## src/rtl/axi4_burst_memory__axi4_peripheral_pkg.sv

```systemverilog
// Shared AXI4 types for the burst memory peripheral: burst/response encodings,
// address-step modes and the two channel FSM state sets.
package axi;

  typedef enum logic [2:0] {
    FIXED = 3'b001,
    INCR  = 3'b010,
    WRAP  = 3'b100
  } burst_t;

  typedef enum logic [1:0] {
    OKAY   = 2'b00,
    SLVERR = 2'b10
  } resp_t;

  typedef enum logic [1:0] {STEP_FIXED, STEP_INCR, STEP_WRAP} step_t;

  typedef enum logic [1:0] {W_IDLE, W_DATA, W_RESP} write_state_t;

  typedef enum logic {R_IDLE, R_DATA} read_state_t;

  // WRAP is only defined for 2, 4, 8 or 16 beats.
  function automatic logic wrap_len_legal(input int unsigned len);
    return (len == 1) || (len == 3) || (len == 7) || (len == 15);
  endfunction

endpackage

```

## src/rtl/axi4_burst_memory__axi4_peripheral_addr.sv

```systemverilog
// Per-channel burst address generator. addr is the address of the beat being
// transferred this cycle; on load it is the start address itself.
module axi4_burst_address_generator
  import axi::*;
#(
  parameter int ADDRESS_WIDTH = 4,
  parameter int LEN_WIDTH     = 8
) (
  input  logic                     clock,
  input  logic                     reset,
  input  logic                     load,
  input  logic                     advance,
  input  logic [ADDRESS_WIDTH-1:0] start,
  input  logic [LEN_WIDTH-1:0]     len,
  input  burst_t                   burst,
  output logic [ADDRESS_WIDTH-1:0] addr,
  output logic                     illegal
);

  logic [ADDRESS_WIDTH-1:0] cur, cur_mask, in_mask, eff_mask, step_addr;
  step_t                    cur_mode, in_mode, eff_mode;
  logic                     cur_illegal, in_illegal;

  always_comb begin
    in_mode    = STEP_FIXED;
    in_illegal = 1'b0;
    in_mask    = ADDRESS_WIDTH'(len);
    case (burst)
      FIXED: in_mode = STEP_FIXED;
      INCR:  in_mode = STEP_INCR;
      WRAP: begin
        if (wrap_len_legal(32'(len))) begin
          in_mode = STEP_WRAP;
        end else begin
          in_mode    = STEP_INCR;
          in_illegal = 1'b1;
        end
      end
      default: in_illegal = 1'b1;
    endcase
  end

  // A simultaneous load+advance yields the start address now and its successor next.
  always_comb begin
    addr     = load ? start      : cur;
    eff_mode = load ? in_mode    : cur_mode;
    eff_mask = load ? in_mask    : cur_mask;
    illegal  = load ? in_illegal : cur_illegal;
    case (eff_mode)
      STEP_INCR: step_addr = addr + 1'b1;
      STEP_WRAP: step_addr = (addr & ~eff_mask) | ((addr + 1'b1) & eff_mask);
      default:   step_addr = addr;
    endcase
  end

  always_ff @(posedge clock) begin
    if (!reset) begin
      cur         <= '0;
      cur_mask    <= '0;
      cur_mode    <= STEP_FIXED;
      cur_illegal <= 1'b0;
    end else begin
      if (load) begin
        cur_mask    <= in_mask;
        cur_mode    <= in_mode;
        cur_illegal <= in_illegal;
      end
      if (load || advance) cur <= advance ? step_addr : addr;
    end
  end

endmodule

```

## src/rtl/axi4_burst_memory__axi4_peripheral.sv

```systemverilog
// AXI4 burst memory peripheral: independent write and read channels, FIXED/INCR/WRAP
// bursts, byte strobes and sticky SLVERR per burst.
module axi4_burst_memory__axi4_peripheral
  import axi::*;
#(
  parameter int ADDRESS_WIDTH = 4,
  parameter int DATA_WIDTH    = 32,
  parameter int LEN_WIDTH     = 8,
  parameter int STRB_WIDTH    = DATA_WIDTH / 8
) (
  input  logic                     clock,
  input  logic                     reset,
  input  logic [ADDRESS_WIDTH-1:0] awaddr,
  input  logic [LEN_WIDTH-1:0]     awlen,
  input  burst_t                   awburst,
  input  logic                     awvalid,
  output logic                     awready,
  input  logic [DATA_WIDTH-1:0]    wdata,
  input  logic [STRB_WIDTH-1:0]    wstrb,
  input  logic                     wlast,
  input  logic                     wvalid,
  output logic                     wready,
  output resp_t                    bresp,
  output logic                     bvalid,
  input  logic                     bready,
  input  logic [ADDRESS_WIDTH-1:0] araddr,
  input  logic [LEN_WIDTH-1:0]     arlen,
  input  burst_t                   arburst,
  input  logic                     arvalid,
  output logic                     arready,
  output logic [DATA_WIDTH-1:0]    rdata,
  output resp_t                    rresp,
  output logic                     rlast,
  output logic                     rvalid,
  input  logic                     rready
);

  logic [DATA_WIDTH-1:0] mem [2**ADDRESS_WIDTH];

  write_state_t             w_state, w_next;
  read_state_t              r_state, r_next;
  logic [LEN_WIDTH:0]       w_beat, r_beat;
  logic [LEN_WIDTH-1:0]     w_len, r_len;
  logic [ADDRESS_WIDTH-1:0] w_addr, r_addr;
  logic                     w_illegal, r_illegal, w_err;
  logic                     aw_hs, w_hs, b_hs, ar_hs, r_hs;
  logic                     w_final, r_final, w_beat_err;

  assign aw_hs      = awvalid && awready;
  assign w_hs       = wvalid && wready;
  assign b_hs       = bvalid && bready;
  assign ar_hs      = arvalid && arready;
  assign r_hs       = rvalid && rready;
  assign w_final    = (w_beat == {1'b0, w_len});
  assign r_final    = (r_beat == {1'b0, r_len});
  assign w_beat_err = w_final ? !wlast : wlast;

  axi4_burst_address_generator #(.ADDRESS_WIDTH(ADDRESS_WIDTH), .LEN_WIDTH(LEN_WIDTH)) u_aw_gen (
    .clock(clock), .reset(reset), .load(aw_hs), .advance(w_hs),
    .start(awaddr), .len(awlen), .burst(awburst), .addr(w_addr), .illegal(w_illegal)
  );

  // The read side advances at the AR handshake too: it always points at the word to fetch next.
  axi4_burst_address_generator #(.ADDRESS_WIDTH(ADDRESS_WIDTH), .LEN_WIDTH(LEN_WIDTH)) u_ar_gen (
    .clock(clock), .reset(reset), .load(ar_hs), .advance(ar_hs || (r_hs && !r_final)),
    .start(araddr), .len(arlen), .burst(arburst), .addr(r_addr), .illegal(r_illegal)
  );

  always_ff @(posedge clock) begin
    if (!reset) w_state <= W_IDLE;
    else        w_state <= w_next;
  end

  always_comb begin
    w_next = w_state;
    case (w_state)
      W_IDLE:  if (aw_hs)            w_next = W_DATA;
      W_DATA:  if (w_hs && w_final)  w_next = W_RESP;
      W_RESP:  if (b_hs)             w_next = W_IDLE;
      default:                       w_next = W_IDLE;
    endcase
  end

  always_comb begin
    awready = (w_state == W_IDLE);
    wready  = (w_state == W_DATA);
    bvalid  = (w_state == W_RESP);
  end

  always_ff @(posedge clock) begin
    if (!reset) begin
      w_beat <= '0;
      w_len  <= '0;
      w_err  <= 1'b0;
      bresp  <= OKAY;
    end else begin
      if (aw_hs) begin
        w_len  <= awlen;
        w_beat <= '0;
        w_err  <= w_illegal;
      end
      if (w_hs) begin
        w_beat <= w_beat + 1'b1;
        if (w_final) bresp <= (w_err || w_beat_err) ? SLVERR : OKAY;
        else         w_err <= w_err || w_beat_err;
      end
    end
  end

  always_ff @(posedge clock) begin
    if (reset && w_hs) begin
      for (int unsigned i = 0; i < STRB_WIDTH; i++) begin
        if (wstrb[i]) mem[w_addr][8*i +: 8] <= wdata[8*i +: 8];
      end
    end
  end

  always_ff @(posedge clock) begin
    if (!reset) r_state <= R_IDLE;
    else        r_state <= r_next;
  end

  always_comb begin
    r_next = r_state;
    case (r_state)
      R_IDLE:  if (ar_hs)            r_next = R_DATA;
      R_DATA:  if (r_hs && r_final)  r_next = R_IDLE;
      default:                       r_next = R_IDLE;
    endcase
  end

  always_comb begin
    arready = (r_state == R_IDLE);
    rvalid  = (r_state == R_DATA);
  end

  // Reads sample mem before this edge's write lands, so same-address collisions are read-first.
  always_ff @(posedge clock) begin
    if (!reset) begin
      rdata  <= '0;
      rlast  <= 1'b0;
      rresp  <= OKAY;
      r_beat <= '0;
      r_len  <= '0;
    end else if (ar_hs) begin
      rdata  <= mem[r_addr];
      rlast  <= (arlen == '0);
      rresp  <= r_illegal ? SLVERR : OKAY;
      r_beat <= '0;
      r_len  <= arlen;
    end else if (r_hs) begin
      if (r_final) begin
        rlast <= 1'b0;
      end else begin
        rdata  <= mem[r_addr];
        r_beat <= r_beat + 1'b1;
        rlast  <= ((r_beat + 1'b1) == {1'b0, r_len});
      end
    end
  end

endmodule

```

## config.mk

```make
export PLATFORM = sky130hd
export DESIGN_NAME = axi4_burst_memory__axi4_peripheral
export DESIGN_NICKNAME = d
export VERILOG_FILES = /design/src/rtl/axi4_burst_memory__axi4_peripheral_pkg.sv /design/src/rtl/axi4_burst_memory__axi4_peripheral_addr.sv /design/src/rtl/axi4_burst_memory__axi4_peripheral.sv
export SDC_FILE = /design/constraint.sdc
export NUM_CORES = 1
export LEC_CHECK = 0
export BUFFER_PORTS_ARGS = -buffer_cell sky130_fd_sc_hd__buf_2
export CAP_MARGIN = 30
export CORE_MARGIN = 4
export CORE_UTILIZATION = 59
export DETAILED_ROUTE_END_ITERATION = 16
export PLACE_DENSITY = 0.82
export SYNTH_ARGS = -nofsm -noshare
export SYNTH_HDL_FRONTEND = slang
export SYNTH_SLANG_ARGS = --single-unit
```

## constraint.sdc

```tcl
create_clock -name clock -period 5.6 [get_ports clock]
set_clock_uncertainty 0.1 [all_clocks]
set_input_delay 0.28 -clock clock [delete_from_list [all_inputs] [get_ports clock]]
set_output_delay 0.28 -clock clock [all_outputs]
set_load 0.05 [all_outputs]
```

### Word level (Yosys, flattened, before mapping)

Memory sizes are Yosys's and may differ from the RTL's.
Index checks and enable logic that the tools add are counted.

| word-level totals | value |
|---|---|
| register bits after elaboration | 96 |
| RAM bits | 512 |
| input bits | 74 |
| output and inout bits | 42 |
| word-level logic and storage cells | 145 |
| memories kept | 1 |

| cells by class | value |
|---|---|
| add/subtract/negate cells | 4 |
| eq/ne operators | 27 |
| muxes and demuxes | 52 |
| bitwise gates (word level) | 11 |
| reductions and logical operators | 32 |

Memories:

| name | words | bits a word | read ports | clocked after memory_dff | wr ports | line | text |
|---|---|---|---|---|---|---|---|
| mem | 16 | 32 | 1 | 0 | 1 | axi4_burst_memory__axi4_peripheral.sv:38 | `logic [DATA_WIDTH-1:0] mem [2**ADDRESS_WIDTH];` |

Operator list:

| operator | count |
|---|---|
| 2-to-1 mux 32 bit | 3 |
| == test 9 x 8 -> 1 bit | 3 |
| 2-to-1 mux 1 bit | 24 |
| 2-to-1 mux 4 bit | 6 |
| adder 9 x 1 -> 9 bit (second input constant) | 2 |
| 2-to-1 mux 2 bit | 9 |
| 2-to-1 mux 9 bit | 2 |
| bitwise AND 4 bit | 4 |
| == test 8 x 1 -> 1 bit (second input constant) | 2 |
| == test 8 x 2 -> 1 bit (second input constant) | 2 |
| == test 8 x 3 -> 1 bit (second input constant) | 2 |
| == test 8 x 4 -> 1 bit (second input constant) | 2 |
| one-hot mux 4 bit (2 select lines) | 2 |
| logical OR 1 bit | 10 |
| logical AND 1 bit | 9 |
| adder 4 x 1 -> 4 bit (second input constant) | 2 |
| zero test 8 bit | 1 |
| inverter 4 bit | 2 |
| bitwise OR 4 bit | 2 |
| one-hot mux 2 bit (2 select lines) | 2 |
| == test 2 x 1 -> 1 bit (second input constant) | 3 |
| == test 2 bit (second input constant) | 3 |
| == test 3 x 1 -> 1 bit (second input constant) | 2 |
| == test 3 x 2 -> 1 bit (second input constant) | 2 |
| 12 further kinds | 25 |

### Longest topological paths before layout

| logic depth | value |
|---|---|
| word-level depth | 10 |
| gate-level depth with buffers | 13 |
| gate-level depth less buffers | 11 |

### Hierarchy

From an unflattened synthesis, not the netlist that was laid out.

| second synthesis, totals | value |
|---|---|
| cell total of the unflattened synthesis | 1415 |
| area, all modules | 24143.2 µm² |

By module, submodules not included:

| module | times used | cells an instance | area each (µm²) | seq. area each (µm²) |
|---|---|---|---|---|
| axi4_burst_memory__axi4_peripheral | 1 | 1253 | 22719.3 | 16836.1 |
| axi4_burst_address_generator | 2 | 81 | 711.9 | 220.2 |

### Worst setup path after synthesis

Ideal clock, no wire load.

| path | value |
|---|---|
| path type | register to register |
| from | reg r_state, in the netlist rvalid |
| to | reg u_ar_gen.cur[3] |
| setup time | 96 ps |
| data arrival time | 2871 ps |
| required time | 5404 ps |
| path slack | 2533 ps |
| cell stages (with the launch flop) | 11 |
| buffers on the path | 2 |
| period minus slack after synthesis | 3067 ps |
| cells stage by stage | dfxtp_1 -> nand2b_1 -> buf_4 -> buf_4 -> nand2_1 -> o31a_1 -> ha_1 -> or4_4 -> o21ai_1 -> o31ai_1 -> o41ai_2 |

| on the way | value |
|---|---|
| longest elaborated chain between the ends | 8 |
| elaborated cells on any way between the ends | 18 |
| those cells by class | add/sub (1); eq/ne (2); mux (5); bitwise (5); reduce/logical (5) |

Ends and longest elaborated chain:

| what | line | text |
|---|---|---|
| start, declared | axi4_burst_memory__axi4_peripheral.sv:41 | `read_state_t r_state, r_next;` |
| start signal, assigned | axi4_burst_memory__axi4_peripheral.sv:120 | `else r_state <= r_next;` |
| inverter 1 bit | - |  |
| logical AND 1 bit | axi4_burst_memory__axi4_peripheral.sv:52 | `assign ar_hs = arvalid && arready;` |
| 2-to-1 mux 4 bit, on equally long branches | axi4_burst_memory__axi4_peripheral_addr.sv:45, axi4_burst_memory__axi4_peripheral_addr.sv:47 |  |
| adder 4 x 1 -> 4 bit / inverter 4 bit (equally long branches) | axi4_burst_memory__axi4_peripheral_addr.sv:50, axi4_burst_memory__axi4_peripheral_addr.sv:51 |  |
| bitwise AND 4 bit | axi4_burst_memory__axi4_peripheral_addr.sv:51 | `STEP_WRAP: step_addr = (addr & ~eff_mask) \| ((addr + 1'b1) & eff_mask);` |
| bitwise OR 4 bit | axi4_burst_memory__axi4_peripheral_addr.sv:51 |  |
| one-hot mux 4 bit (2 select lines) | axi4_burst_memory__axi4_peripheral_addr.sv:49 | `case (eff_mode)` |
| 2-to-1 mux 4 bit | axi4_burst_memory__axi4_peripheral_addr.sv:68 | `if (load \|\| advance) cur <= advance ? step_addr : addr;` |
| end signal, assigned | axi4_burst_memory__axi4_peripheral_addr.sv:68 |  |
| end, declared | axi4_burst_memory__axi4_peripheral_addr.sv:20 | `logic [ADDRESS_WIDTH-1:0] cur, cur_mask, in_mask, eff_mask, step_addr;` |

Parallel ways exist; a longest one is shown, timed or not.
A chain may end at the register's enable or synchronous reset.

### Final worst setup path

| path | value |
|---|---|
| from | reg r_state, in the netlist rvalid |
| to | reg rdata[1] |

| on the way | value |
|---|---|
| longest elaborated chain between the ends | 7 |
| elaborated cells on any way between the ends | 11 |
| those cells by class | eq/ne (1); mux (4); bitwise (1); reduce/logical (4); memory (1) |

Ends and longest elaborated chain:

| what | line | text |
|---|---|---|
| inverter 1 bit | - |  |
| logical AND 1 bit | axi4_burst_memory__axi4_peripheral.sv:52 |  |
| 2-to-1 mux 4 bit | axi4_burst_memory__axi4_peripheral_addr.sv:45 | `addr = load ? start : cur;` |
| memory (16 x 32 bit) | - |  |
| 2-to-1 mux 32 bit | axi4_burst_memory__axi4_peripheral.sv:152 | `if (r_final) begin` |
| 2-to-1 mux 32 bit | axi4_burst_memory__axi4_peripheral.sv:151 | `end else if (r_hs) begin` |
| 2-to-1 mux 32 bit | axi4_burst_memory__axi4_peripheral.sv:145 | `end else if (ar_hs) begin` |
| end signal, assigned | axi4_burst_memory__axi4_peripheral.sv:146 | `rdata <= mem[r_addr];` |
| end signal, assigned | axi4_burst_memory__axi4_peripheral.sv:155 | `rdata <= mem[r_addr];` |
| end, declared | axi4_burst_memory__axi4_peripheral.sv:31 | `output logic [DATA_WIDTH-1:0] rdata,` |

Parallel ways exist; a longest one is shown, timed or not. The select of a mux whose other input is x is not followed.

==> metrics.txt <==
pin count of the biggest net entering global routing=124; # nets final=2134; initial antenna violation count=1; post-synth cell types=71; top_reg_cell synth=edfxtp_1; grt total ovfl=0; DR vias/cell=6.37; Leakage=0.00947 uW; Boundary Pins=116; port bufs=113; htree depth=2; Critical Path RT=5.97 ns; Synth area leader=edfxtp_1; clock buffer count from CTS=58; Mapped Cells=1914; global-route wire length before repair=95.5 mm; Chip Width=213 um; CTS Root Cell=clkbuf_16; max layer used=met4; slew margin rel.=28.1%; Setup-failing EPs final=0; area fraction of the dominant cell type after synthesis=62.1%; wl on met1=22.9 mm; Pwr Total=9780 uW; Max Freq=0.267 GHz; fin crit share=67.0%; Routability Congestion=0.904; Post-route DRC=0; later-pin clock latency in the skew report=0.62 ns; Post-Route WL=63.1 mm; # Max-Cap Violations=0; P per Cell Area=348 mW/mm2; Commonest cells post-synth=edfxtp_1 (512), nand2_1 (380), nand3_1 (137), nor2_1 (115), dfxtp_1 (93); Detail Route met3 WL=6.88 mm; Slew @ Worst Pin=1.07 ns; total track usage=27.7%; Post-Syn Area=0.0248 mm2; status=completed; met2 WL=30.9 mm; die area=0.0453 mm2; Initial Util=60.1%; Yosys Warn Count=0; First-pass DRT Iterations=9; vias in the first global route=16432; via count=16775; Core ar.=0.0412 mm2; Post-Route Setup TNS=0 ns; P&R area growth vs syn=13.5%; Critical Path Start Type=flip-flop; Post-synth EDFFs=512; Die Ht=213 um; Post-CTS Setup Bufs=0; post-route minimum period=3.75 ns; hold-fix buffers at CTS=55; final hold violation count=0; RSZ-0062 raised after global routing=false; fraction of layout cells with a size suffix above 1=13.1%; Post-CTS Resized=0; Max Root-Sink Buffers=3; DR WL/cell=24.0 um; antenna viol nets, final=0; row cnt=74; VDD IR max=0.000246 V; CP Capture Type=flip-flop; worst hold path type=input port to flip-flop; top fanout value on the critical path=29; top post-synthesis cells by area=edfxtp_1 (62%), dfxtp_1 (7.5%), nand2_1 (5.8%), mux2i_1 (3.2%), nand3_1 (2.8%); WP data arrival=4.12 ns; flops & latches, synth=605; average cell area after synthesis=12.9 um2; FFs w/ async S/R, synth=0%; first-iteration detailed-routing DRC count=2285; clock sinks=605; Pins Over Slew Limit=0; Setup CP Type=flip-flop to flip-flop; clock-pin slew on the worst setup and hold paths=0.06 ns; CTS tree=built; count leader, synth=edfxtp_1; Final HPWL DP=38.0 mm; Seq/Total Area, Yosys=69.6%
## where the power goes
part / switching [uW] / internal [uW]
clock network: 1650 / 2060
registers: 50.0 / 4940
logic: 757 / 330
## per-layer routing
layer / GRT usage, % / up-vias
met3: 6.63 / 188
met4: 11.5 / 0
met5: 0 / -
met1: 35.8 / 8153
li1: - / 7407
met2: 45.7 / 1027
## stage by stage
step                      setup slack [ns]  util (%)  std cells  instance area [um2]  hold slack [ns]
final                                 1.85      68.2       2632                28100           0.0230
after global routing                  1.65      68.2       2631                28100           0.0294
after CTS                             1.90      68.1       2627                28100          0.00377
after detailed placement              1.89      62.4       2462                25700            0.363
after global placement                2.04      62.3       2460                25700            0.358
after floorplan                       2.53         -       1915                24800            0.279
## kinds of logic (layout without fill, tap and decap cells)
logic type / after synthesis / count (layout) / synth area share, %
buffers and inverters: 134 / 318 / 2.40
flip-flops: 605 / 605 / 69.6
other: 1 / 3 / 0.0151
XOR/XNOR: 31 / 31 / 1.10
AND/OR/NAND/NOR: 750 / 750 / 13.4
AO/OA/AOI/OAI: 272 / 272 / 7.23
multiplexers: 110 / 110 / 5.69
adder cells (fa/ha/maj): 11 / 11 / 0.556
## state kept, by name, summed over array words and instances, names as in the netlist, 2 cells and up
signal,cells
mem,512
r_beat,9
r_len,8
rdata,32
u_ar_gen.cur,4
u_ar_gen.cur_mask,4
u_ar_gen.cur_mode,2
u_aw_gen.cur,4
u_aw_gen.cur_mask,4
u_aw_gen.cur_mode,2
w_beat,9
w_len,8
w_state,2
## worst max-delay path, cell delays in order, from the launching register on
cell,delay [ns]
dfxtp_1,0.40
nor2b_4,0.66
mux2i_2,0.29
buf_4,0.33
clkinv_1,0.12
buf_4,0.28
nand2_1,0.74
o22ai_1,0.21
a21oi_1,0.31
a31oi_1,0.14
## worst paths after layout
kind	slack, ns	endpoint	from	cells past startpoint
setup reg to reg	1.85	rdata[1]	rvalid	9
setup / recovery	1.85	rdata[1]	rvalid	9
hold reg to reg	0.37	w_len[5]	w_len[5]	2
hold / removal	0.02	rvalid	rready	3
## placed cells by master, fill, tap and decap left out, types with 26 or more instances in the layout
master         synthesis  routed
edfxtp_1             512     512
nand2_1              380     379
nand3_1              137     137
nor2_1               115     115
buf_2                 22     113
dfxtp_1               93      93
mux2i_1               80      79
a31oi_1               68      68
clkbuf_16              0      59
dlygate4sd3_1          0      55
a21oi_1               45      45
o211ai_1              43      43
o21ai_0               43      42
nand4_1               40      40
nand2b_1              26      26
## final cells by class
class	instances	area [um2]
Fill cell	2669	13100
Antenna cell	1	2.50
Clock buffer	84	1620
Inverter	13	56.3
Sequential cell	605	17200
Tap cell	532	666
Multi-Input combinational cell	1176	6990
Clock inverter	26	181
Timing Repair Buffer	195	1360
(Power assumes the default switching activity.)
